==> src/rtl/dram_multi_arbiter.sv <==
// dram_multi_arbiter
// Shares a single DRAM controller port between one write channel and
// NUM_RCH prefetching read channels. Each channel owns an address pointer
// that advances by ADDR_STEP per completed transfer. A channel is "pending"
// while its ready flag is low: the write channel after data is captured,
// a read channel after its prefetched word has been consumed or its
// pointer reloaded.
//
// Optional feature macro: DRAM_ARB_ROUND_ROBIN_EN
//   defined   -> rotating-priority grant starting at a rotation pointer
//   undefined -> fixed priority, write channel first, then read 0, 1, ...
//
// Ports
//   clk, reset          clock, asynchronous active-high reset
//   wAddrLoad/wAddrIn   write pointer load
//   wWrite/wData        write request and data (captured when wReady=1)
//   wReady/wAddr        write channel idle flag, write pointer
//   rAddrLoad/rAddrIn   per-channel read pointer load (slice i = channel i)
//   rAck                per-channel consume strobe
//   rReady/rAddr/rData  per-channel valid flag, pointer, prefetched word
//   memReq/memWrite/memAddr/memWData   transaction to DRAM controller
//   memReady/memRData   single-cycle completion pulse and read data
module dram_multi_arbiter #(
    parameter int ADDR_WIDTH = 20,
    parameter int DATA_WIDTH = 16,
    parameter int NUM_RCH    = 3,
    parameter int ADDR_STEP  = 1
) (
    input  logic                             clk,
    input  logic                             reset,
    input  logic                             wAddrLoad,
    input  logic [ADDR_WIDTH-1:0]            wAddrIn,
    input  logic                             wWrite,
    input  logic [DATA_WIDTH-1:0]            wData,
    output logic                             wReady,
    output logic [ADDR_WIDTH-1:0]            wAddr,
    input  logic [NUM_RCH-1:0]               rAddrLoad,
    input  logic [NUM_RCH*ADDR_WIDTH-1:0]    rAddrIn,
    input  logic [NUM_RCH-1:0]               rAck,
    output logic [NUM_RCH-1:0]               rReady,
    output logic [NUM_RCH*ADDR_WIDTH-1:0]    rAddr,
    output logic [NUM_RCH*DATA_WIDTH-1:0]    rData,
    output logic                             memReq,
    output logic                             memWrite,
    input  logic                             memReady,
    output logic [ADDR_WIDTH-1:0]            memAddr,
    input  logic [DATA_WIDTH-1:0]            memRData,
    output logic [DATA_WIDTH-1:0]            memWData
);

    localparam int NUM_REQ = NUM_RCH + 1;
    localparam int IW      = $clog2(NUM_REQ);
    localparam logic [ADDR_WIDTH-1:0] STEP = ADDR_WIDTH'(ADDR_STEP);

    typedef enum logic [0:0] {IDLE = 1'b0, BUSY = 1'b1} state_t;

    state_t                  state_r, state_n;
    logic [IW-1:0]           grant_r, grant_n, grant_s;
    logic                    mem_req_r, mem_req_n;
    logic                    mem_write_r, mem_write_n;
    logic [ADDR_WIDTH-1:0]   mem_addr_r, mem_addr_n, sel_addr_s;
    logic [DATA_WIDTH-1:0]   mem_wdata_r, mem_wdata_n;

    logic                    w_ready_r;
    logic [ADDR_WIDTH-1:0]   w_addr_r;
    logic [DATA_WIDTH-1:0]   w_data_r;
    logic [NUM_RCH-1:0]      r_ready_r;
    logic [NUM_RCH-1:0]      stale_r;
    logic [ADDR_WIDTH-1:0]   r_addr_r [NUM_RCH];
    logic [DATA_WIDTH-1:0]   r_data_r [NUM_RCH];

    logic [NUM_REQ-1:0]      pending_s;
    logic                    any_pending_s;
    logic                    start_s;
    logic                    done_s;
    logic                    wr_done_s;
    logic [NUM_RCH-1:0]      rd_done_s;
    logic [NUM_RCH-1:0]      rd_busy_s;
    logic [NUM_RCH-1:0]      rd_start_s;

    assign pending_s     = {~r_ready_r, ~w_ready_r};
    assign any_pending_s = |pending_s;
    assign start_s       = (state_r == IDLE) && any_pending_s;
    // memReady outside BUSY is simply ignored
    assign done_s        = (state_r == BUSY) && memReady;
    assign wr_done_s     = done_s && (grant_r == IW'(0));

    // Per-read-channel grant/completion decode
    always_comb begin
        rd_done_s  = '0;
        rd_busy_s  = '0;
        rd_start_s = '0;
        for (int i = 0; i < NUM_RCH; i++) begin
            rd_busy_s[i]  = (state_r == BUSY) && (grant_r == IW'(i + 1));
            rd_done_s[i]  = rd_busy_s[i] && memReady;
            rd_start_s[i] = start_s && (grant_s == IW'(i + 1));
        end
    end

`ifdef DRAM_ARB_ROUND_ROBIN_EN
    localparam logic [IW:0] NUM_REQ_W = (IW + 1)'(NUM_REQ);

    logic [IW-1:0]          rr_ptr_r;
    logic [IW-1:0]          rr_next_s;
    logic [IW-1:0]          rr_off_s;
    logic [IW:0]            rr_sum_s;
    logic [IW:0]            rr_inc_s;
    logic [2*NUM_REQ-1:0]   rr_rot_s;

    // Rotating grant: rotate pending so the pointer lands at bit 0, take the
    // lowest set bit, then rotate the offset back to a requester index
    always_comb begin
        rr_rot_s = {pending_s, pending_s} >> rr_ptr_r;
        rr_off_s = '0;
        for (int j = NUM_REQ - 1; j >= 0; j--) begin
            if (rr_rot_s[j]) begin
                rr_off_s = IW'(j);
            end else begin
                rr_off_s = rr_off_s;
            end
        end
        rr_sum_s = {1'b0, rr_ptr_r} + {1'b0, rr_off_s};
        if (rr_sum_s >= NUM_REQ_W) begin
            rr_sum_s = rr_sum_s - NUM_REQ_W;
        end else begin
            rr_sum_s = rr_sum_s;
        end
        grant_s  = rr_sum_s[IW-1:0];
        rr_inc_s = {1'b0, grant_s} + {{IW{1'b0}}, 1'b1};
        if (rr_inc_s == NUM_REQ_W) begin
            rr_next_s = '0;
        end else begin
            rr_next_s = rr_inc_s[IW-1:0];
        end
    end

    // Rotation pointer moves past the winner on every grant
    always_ff @(posedge clk or posedge reset) begin
        if (reset) begin
            rr_ptr_r <= '0;
        end else if (start_s) begin
            rr_ptr_r <= rr_next_s;
        end
    end
`else
    // Fixed priority: scanning downward leaves the lowest pending index
    always_comb begin
        grant_s = '0;
        for (int i = NUM_REQ - 1; i >= 0; i--) begin
            if (pending_s[i]) begin
                grant_s = IW'(i);
            end else begin
                grant_s = grant_s;
            end
        end
    end
`endif

    // Address of the candidate winner
    always_comb begin
        sel_addr_s = w_addr_r;
        for (int i = 0; i < NUM_RCH; i++) begin
            if (grant_s == IW'(i + 1)) begin
                sel_addr_s = r_addr_r[i];
            end else begin
                sel_addr_s = sel_addr_s;
            end
        end
    end

    // FSM next state and transaction register next values
    always_comb begin
        state_n     = state_r;
        grant_n     = grant_r;
        mem_req_n   = mem_req_r;
        mem_write_n = mem_write_r;
        mem_addr_n  = mem_addr_r;
        mem_wdata_n = mem_wdata_r;
        case (state_r)
            IDLE: begin
                if (any_pending_s) begin
                    state_n     = BUSY;
                    grant_n     = grant_s;
                    mem_req_n   = 1'b1;
                    mem_write_n = (grant_s == IW'(0));
                    mem_addr_n  = sel_addr_s;
                    mem_wdata_n = w_data_r;
                end else begin
                    mem_req_n   = 1'b0;
                end
            end
            BUSY: begin
                if (memReady) begin
                    state_n   = IDLE;
                    mem_req_n = 1'b0;
                end else begin
                    mem_req_n = 1'b1;
                end
            end
            default: begin
                state_n   = IDLE;
                mem_req_n = 1'b0;
            end
        endcase
    end

    // FSM state and transaction registers (held stable through BUSY)
    always_ff @(posedge clk or posedge reset) begin
        if (reset) begin
            state_r     <= IDLE;
            grant_r     <= '0;
            mem_req_r   <= 1'b0;
            mem_write_r <= 1'b0;
            mem_addr_r  <= '0;
            mem_wdata_r <= '0;
        end else begin
            state_r     <= state_n;
            grant_r     <= grant_n;
            mem_req_r   <= mem_req_n;
            mem_write_r <= mem_write_n;
            mem_addr_r  <= mem_addr_n;
            mem_wdata_r <= mem_wdata_n;
        end
    end

    // Write channel: capture, completion, pointer (a load beats the increment)
    always_ff @(posedge clk or posedge reset) begin
        if (reset) begin
            w_ready_r <= 1'b1;
            w_addr_r  <= '0;
            w_data_r  <= '0;
        end else begin
            if (wr_done_s) begin
                w_ready_r <= 1'b1;
            end else if (wWrite && w_ready_r) begin
                w_ready_r <= 1'b0;
                w_data_r  <= wData;
            end
            if (wAddrLoad) begin
                w_addr_r <= wAddrIn;
            end else if (wr_done_s) begin
                w_addr_r <= w_addr_r + STEP;
            end
        end
    end

    // Read channels: a reload wins over ack and over an arriving word; a
    // reload while the channel's fetch is in flight marks that fetch stale
    always_ff @(posedge clk or posedge reset) begin
        if (reset) begin
            r_ready_r <= '1;
            stale_r   <= '0;
            for (int i = 0; i < NUM_RCH; i++) begin
                r_addr_r[i] <= '0;
                r_data_r[i] <= '0;
            end
        end else begin
            for (int i = 0; i < NUM_RCH; i++) begin
                if (rAddrLoad[i]) begin
                    r_addr_r[i]  <= rAddrIn[i*ADDR_WIDTH +: ADDR_WIDTH];
                    r_ready_r[i] <= 1'b0;
                end else if (rAck[i] && r_ready_r[i]) begin
                    r_addr_r[i]  <= r_addr_r[i] + STEP;
                    r_ready_r[i] <= 1'b0;
                end else if (rd_done_s[i] && !stale_r[i]) begin
                    r_data_r[i]  <= memRData;
                    r_ready_r[i] <= 1'b1;
                end
                if (rd_done_s[i]) begin
                    stale_r[i] <= 1'b0;
                end else if (rAddrLoad[i] && (rd_busy_s[i] || rd_start_s[i])) begin
                    stale_r[i] <= 1'b1;
                end
            end
        end
    end

    for (genvar g = 0; g < NUM_RCH; g++) begin : g_pack
        assign rAddr[g*ADDR_WIDTH +: ADDR_WIDTH] = r_addr_r[g];
        assign rData[g*DATA_WIDTH +: DATA_WIDTH] = r_data_r[g];
    end

    assign wReady   = w_ready_r;
    assign wAddr    = w_addr_r;
    assign rReady   = r_ready_r;
    assign memReq   = mem_req_r;
    assign memWrite = mem_write_r;
    assign memAddr  = mem_addr_r;
    assign memWData = mem_wdata_r;

endmodule

==> config.mk <==
export PLATFORM = sky130hd
export DESIGN_NAME = dram_multi_arbiter
export DESIGN_NICKNAME = d
export VERILOG_FILES = /design/src/rtl/dram_multi_arbiter.sv
export SDC_FILE = /design/constraint.sdc
export NUM_CORES = 1
export LEC_CHECK = 0
export CAP_MARGIN = 20
export CORE_ASPECT_RATIO = 1.5
export CORE_UTILIZATION = 50
export CTS_CLUSTER_DIAMETER = 30
export DETAILED_ROUTE_END_ITERATION = 8
export PLACE_DENSITY_LB_ADDON = 0.05
export SETUP_SLACK_MARGIN = 0.3
export SLEW_MARGIN = 20
export SYNTH_ARGS = -nofsm -noshare
export SYNTH_HDL_FRONTEND = slang
export SYNTH_SLANG_ARGS = --single-unit
==> constraint.sdc <==
create_clock -name clk -period 14.5 [get_ports clk]
set_clock_uncertainty 0.2 [all_clocks]
set_input_delay 2.9 -clock clk [delete_from_list [all_inputs] [get_ports clk]]
set_output_delay 2.9 -clock clk [all_outputs]
set_load 0.02 [all_outputs]
Yosys cells after proc, flatten, opt, wreduce, memory -nomap -nowiden. Cells that the tools add are included. W data, S select, Z words.

Input port bits: 123. Output and inout port bits: 170. Register bits after elaboration: 191.

Equality and inequality tests: 6. Multiplexer cells: 35. $add $sub $neg: 4. Bitwise logic cells: 10. Reduce and logical (&&, ||, !) cells: 47.

Operators by type and width (count): $mux W20 (11); $add A20 B1 Y20 const B (4); $logic_and A1 B1 Y1 (22); $mux W1 (19); $reduce_bool A2 Y1 (8); $not A1 Y1 (9); $reduce_and A3 Y1 (3); $reduce_bool A3 Y1 (3); $eq A2 B2 Y1 const B (4); $mux W2 (4); $eq A2 B1 Y1 const B (2); $logic_not A2 Y1 (2); $reduce_and A2 Y1 (2); $reduce_or A4 Y1 (1); $logic_not A1 Y1 (3); $logic_or A1 B1 Y1 (3); $not A3 Y3 (1); $pmux W1 S2 (1).

Longest topological paths before layout.
Word-level depth: 11. Mapped depth: 7. Depth with buffers taken out: 5.

Least setup slack after synthesis. OpenSTA, ideal clock, no wires.

Kind: input -> register. Start point: in rAddrLoad[2]. End point: reg r_data_r (netlist bit rData[33]). Path buffers: 2. Data required time: 14.175 ns. Stages: 5. Slack: 9.839 ns. Arrival time: 4.336 ns. Cells stage by stage: clkbuf_1 or3_1 nor3_4 buf_2 mux2_2.

Longest elaborated chain between the ends: 2.

RTL lines: from (decl) (line 37) `input logic [NUM_RCH-1:0] rAddrLoad,`; $not A1 Y1 (no line); $reduce_and A3 Y1 (no line); to (signal, indexed assignment) (line 266) `r_data_r[i] <= memRData;`; to (decl) (line 70) `logic [DATA_WIDTH-1:0] r_data_r [NUM_RCH];`.

Every way passes these cells. A chain may end at the register's enable or synchronous reset.

Worst setup path in the final report.
Start point: in rAddrLoad[0]. End point: reg r_data_r (netlist bit rData[1]).

Same word-level chain as after synthesis.

==> results.md <==
- CTS H-tree lvls: 4
- Simple-Gate Fraction of Synth Area: 0.1972
- CTS resizes: 0
- IO Port Bufs: 292
- Power Dens Cells: 167.6 nW/um2
- Syn avg cell area: 10.04 um2
- FP Rows: 61
- Worst vdd ir: 0.1439 mV
- Mapped Nets: 1079
- Routability cong.: 0.8826
- Setup WS pre-CTS: 9.033 ns
- Main combinational cell family by area after synthesis: simple AND/OR/NAND/NOR gates
- DRT iter0 DRCs: 644
- Layout Nets: 1341
- Worst EP arrival: 5.11 ns
- DRC: 0
- Setup-failing EPs final: 0
- Clock slew at reported path FFs: 0.07 ns
- Postcts setup bufs: 0
- Final wirelength: 27520 um
- YS warnings: 0
- Critical-path cell list: clkdlybuf4s50_1 > buf_4 > a21oi_1 > nand4_1 > nor2_2 > mux2_2
- Initial Utilization: 0.5130
- Die X: 114.9 um
- WP buf/inv: 2
- DR vias/cell: 5.646
- Clock root cell: clkbuf_16
- Area delta synth->final: 38.36%
- Hold violation count in the final report: 0
- First-pass GRT wire length: 43380 um
- Final instance area: 13220 um2
- Worst hold path type: flip-flop to flip-flop
- Post-synth EDFFs: 0
- Kind of critical path: input pin to flip-flop
- Rel. slew slack: 0.3645
- Required time of the critical path: 14.61 ns
- Die Y: 171.3 um
- Worst skew pair latency: 0.43 ns
- DR WL/cell: 18.61 um
- Adder-cell share of the synthesized area: 0.005238
- #FFs+latches synth: 191
- Area of the mapped netlist: 9554 um2
- Hold-fix buffers, CTS: 0
- Total gr overflow: 0
- Ant diodes: 0
- Asr flop ratio synth: 1.000
- Period minus WS final: 5.002 ns
- Mapped Cells: 952
- Seq/Total Area, Yosys: 0.5008
- Die area: 19680 um2
- Most frequent cells in the layout: clkdlybuf4s50_1, dfrtp_1, nand2_1
- Vias in the first global route: 8198
- Setup crit end kind: flip-flop
- Drt pass-1 iters: 5
- Maximum clock insertion buffer count: 2
- Core area: 18620 um2
- Crit path max-delay family: simple AND/OR/NAND/NOR gates
- Cts bufs inserted: 17
- CP startpoint kind: input pin
- Vias: 8350
- WHS: 0.2683 ns
- Commonest non-fill, non-tap cell in the layout: clkdlybuf4s50_1
- Final slew viol count: 0
- CP max FO: 44
- Antenna viol nets, final: 0
- Pleak: 0.005485 uW
- Clk sinks: 191
- CTS tree: done
- Initial antenna violation count: 0
- Largest net degree at the start of global routing: 114
- Final worst setup slack: 9.498 ns
- Post-synthesis mux area share: 0.1152
- Synth Area in Compound Gates: 0.1035
- Netlist cell types: 59
- Post-Synth XOR/XNOR Area: 0.04125
- Worst path max stage delay: 0.76 ns
- Worst path slowest cell: nor2_2
- Fmax: 199.9 MHz
- Power Total: 2216 uW
- Post-DP HPWL: 20150 um
- Max cap viols: 0
- Total GRT Usage: 0.2883
- Placed Area: 12630 um2
- Setup_tns: 0 ns
- Status: completed
- Top_reg_cell synth: dfrtp_1
- RSZ-0062 raised after global routing: no
- Fraction of layout cells with a size suffix above 1: 0.1011
- IO Count: 293
- Slew @ Worst Pin: 0.9522 ns
- Final period util: 0.3450
==> power by group <==
part           switching (uW)  internal, uW
clock network             223           245
registers                 146           705
logic                     446           450
==> worst paths after layout <==
path	from	end	slack [ns]	depth (start not counted)
worst max-delay path	rAddrLoad[0]	rData[1]	9.50	6
worst min-delay path	w_data_r[5]	memWData[5]	0.27	2
worst max register to register	rReady[1]	memAddr[0]	11.79	5
worst min register to register	w_data_r[5]	memWData[5]	0.27	2
max in group asynchronous	reset	rData[35]	10.02	3
min in group asynchronous	reset	rData[2]	2.77	2
==> stage by stage <==
step,utilization,instances
6_report,0.7098,1479
4_1_cts,0.7096,1479
3_5_place_dp,0.6784,1447
3_3_place_gp,0.6784,1447
5_1_grt,0.7098,1479
2_1_floorplan,-,952
==> cells in the mapped netlist (all sizes together), types with 2 or more instances <==
| cell type | count | area share |
|---|---|---|
| mux2i | 38 | 0.040 |
| nand4 | 31 | 0.020 |
| a21oi | 30 | 0.016 |
| buf | 13 | 0.0085 |
| a41oi | 2 | 0.0018 |
| o31a | 6 | 0.0055 |
| o21ai | 61 | 0.032 |
| inv | 26 | 0.010 |
| a21o | 2 | 0.0016 |
| nand3 | 28 | 0.016 |
| nor2 | 61 | 0.024 |
| nand4bb | 2 | 0.0024 |
| and3 | 25 | 0.016 |
| dfstp | 4 | 0.011 |
| nand2b | 4 | 0.0026 |
| a31o | 3 | 0.0028 |
| o22ai | 2 | 0.0013 |
| nand2 | 140 | 0.055 |
| and2 | 3 | 0.0020 |
| dfrtp | 187 | 0.49 |
| o311ai | 2 | 0.0018 |
| or3 | 5 | 0.0033 |
| nand4b | 2 | 0.0018 |
| ha | 4 | 0.0052 |
| and4 | 6 | 0.0055 |
| o211ai | 2 | 0.0016 |
| or4 | 4 | 0.0039 |
| xor2 | 18 | 0.017 |
| clkbuf | 46 | 0.018 |
| nor3 | 18 | 0.011 |
| a221o | 22 | 0.023 |
| nor4 | 21 | 0.018 |
| nor2b | 12 | 0.0079 |
| a31oi | 7 | 0.0046 |
| nor3b | 3 | 0.0024 |
| xnor2 | 27 | 0.025 |
| mux2 | 64 | 0.075 |
| or2 | 2 | 0.0013 |
| a22oi | 9 | 0.0071 |
==> area by class of cell <==
type,instances,area (um2)
multi-input combinational,676,4431
clock buffer,19,432.9
timing repair buffer,302,3002
fill,1548,5404
inverter,26,105.1
tap,252,315.3
sequential,191,4785
clock inverter,13,148.9
==> state kept, by name, summed over array words and instances (netlist names) <==
| register | count |
|---|---|
| memWrite | 1 |
| stale_r | 3 |
| memAddr | 20 |
| rData | 48 |
| rReady | 3 |
| w_data_r | 16 |
| rAddr | 60 |
| wReady | 1 |
| wAddr | 20 |
| grant_r | 2 |
| memReq | 1 |
| memWData | 16 |
==> cell families after synthesis <==
logic type | Yosys count
AOI/OAI and AO/OA | 153
xor gates and xnor gates | 45
adders and majority gates | 4
muxes | 102
and+or+nand+nor | 372
DFF | 191
buffers and inverters | 85
==> metal layers <==
layer	track usage	share of wire
met4	0.1214	0.032
met3	0.07611	0.071
met1	0.3347	0.38
met2	0.4995	0.51
met5	0	0
==> worst reg2reg max path, cell delays in order, from the launching register on <==
cell and delay [ns]:
dfstp_2 0.71, a41o_1 0.68, buf_4 0.37, nor2_1 0.08, buf_4 0.23, a221o_1 0.33
(Power assumes the default switching activity.)
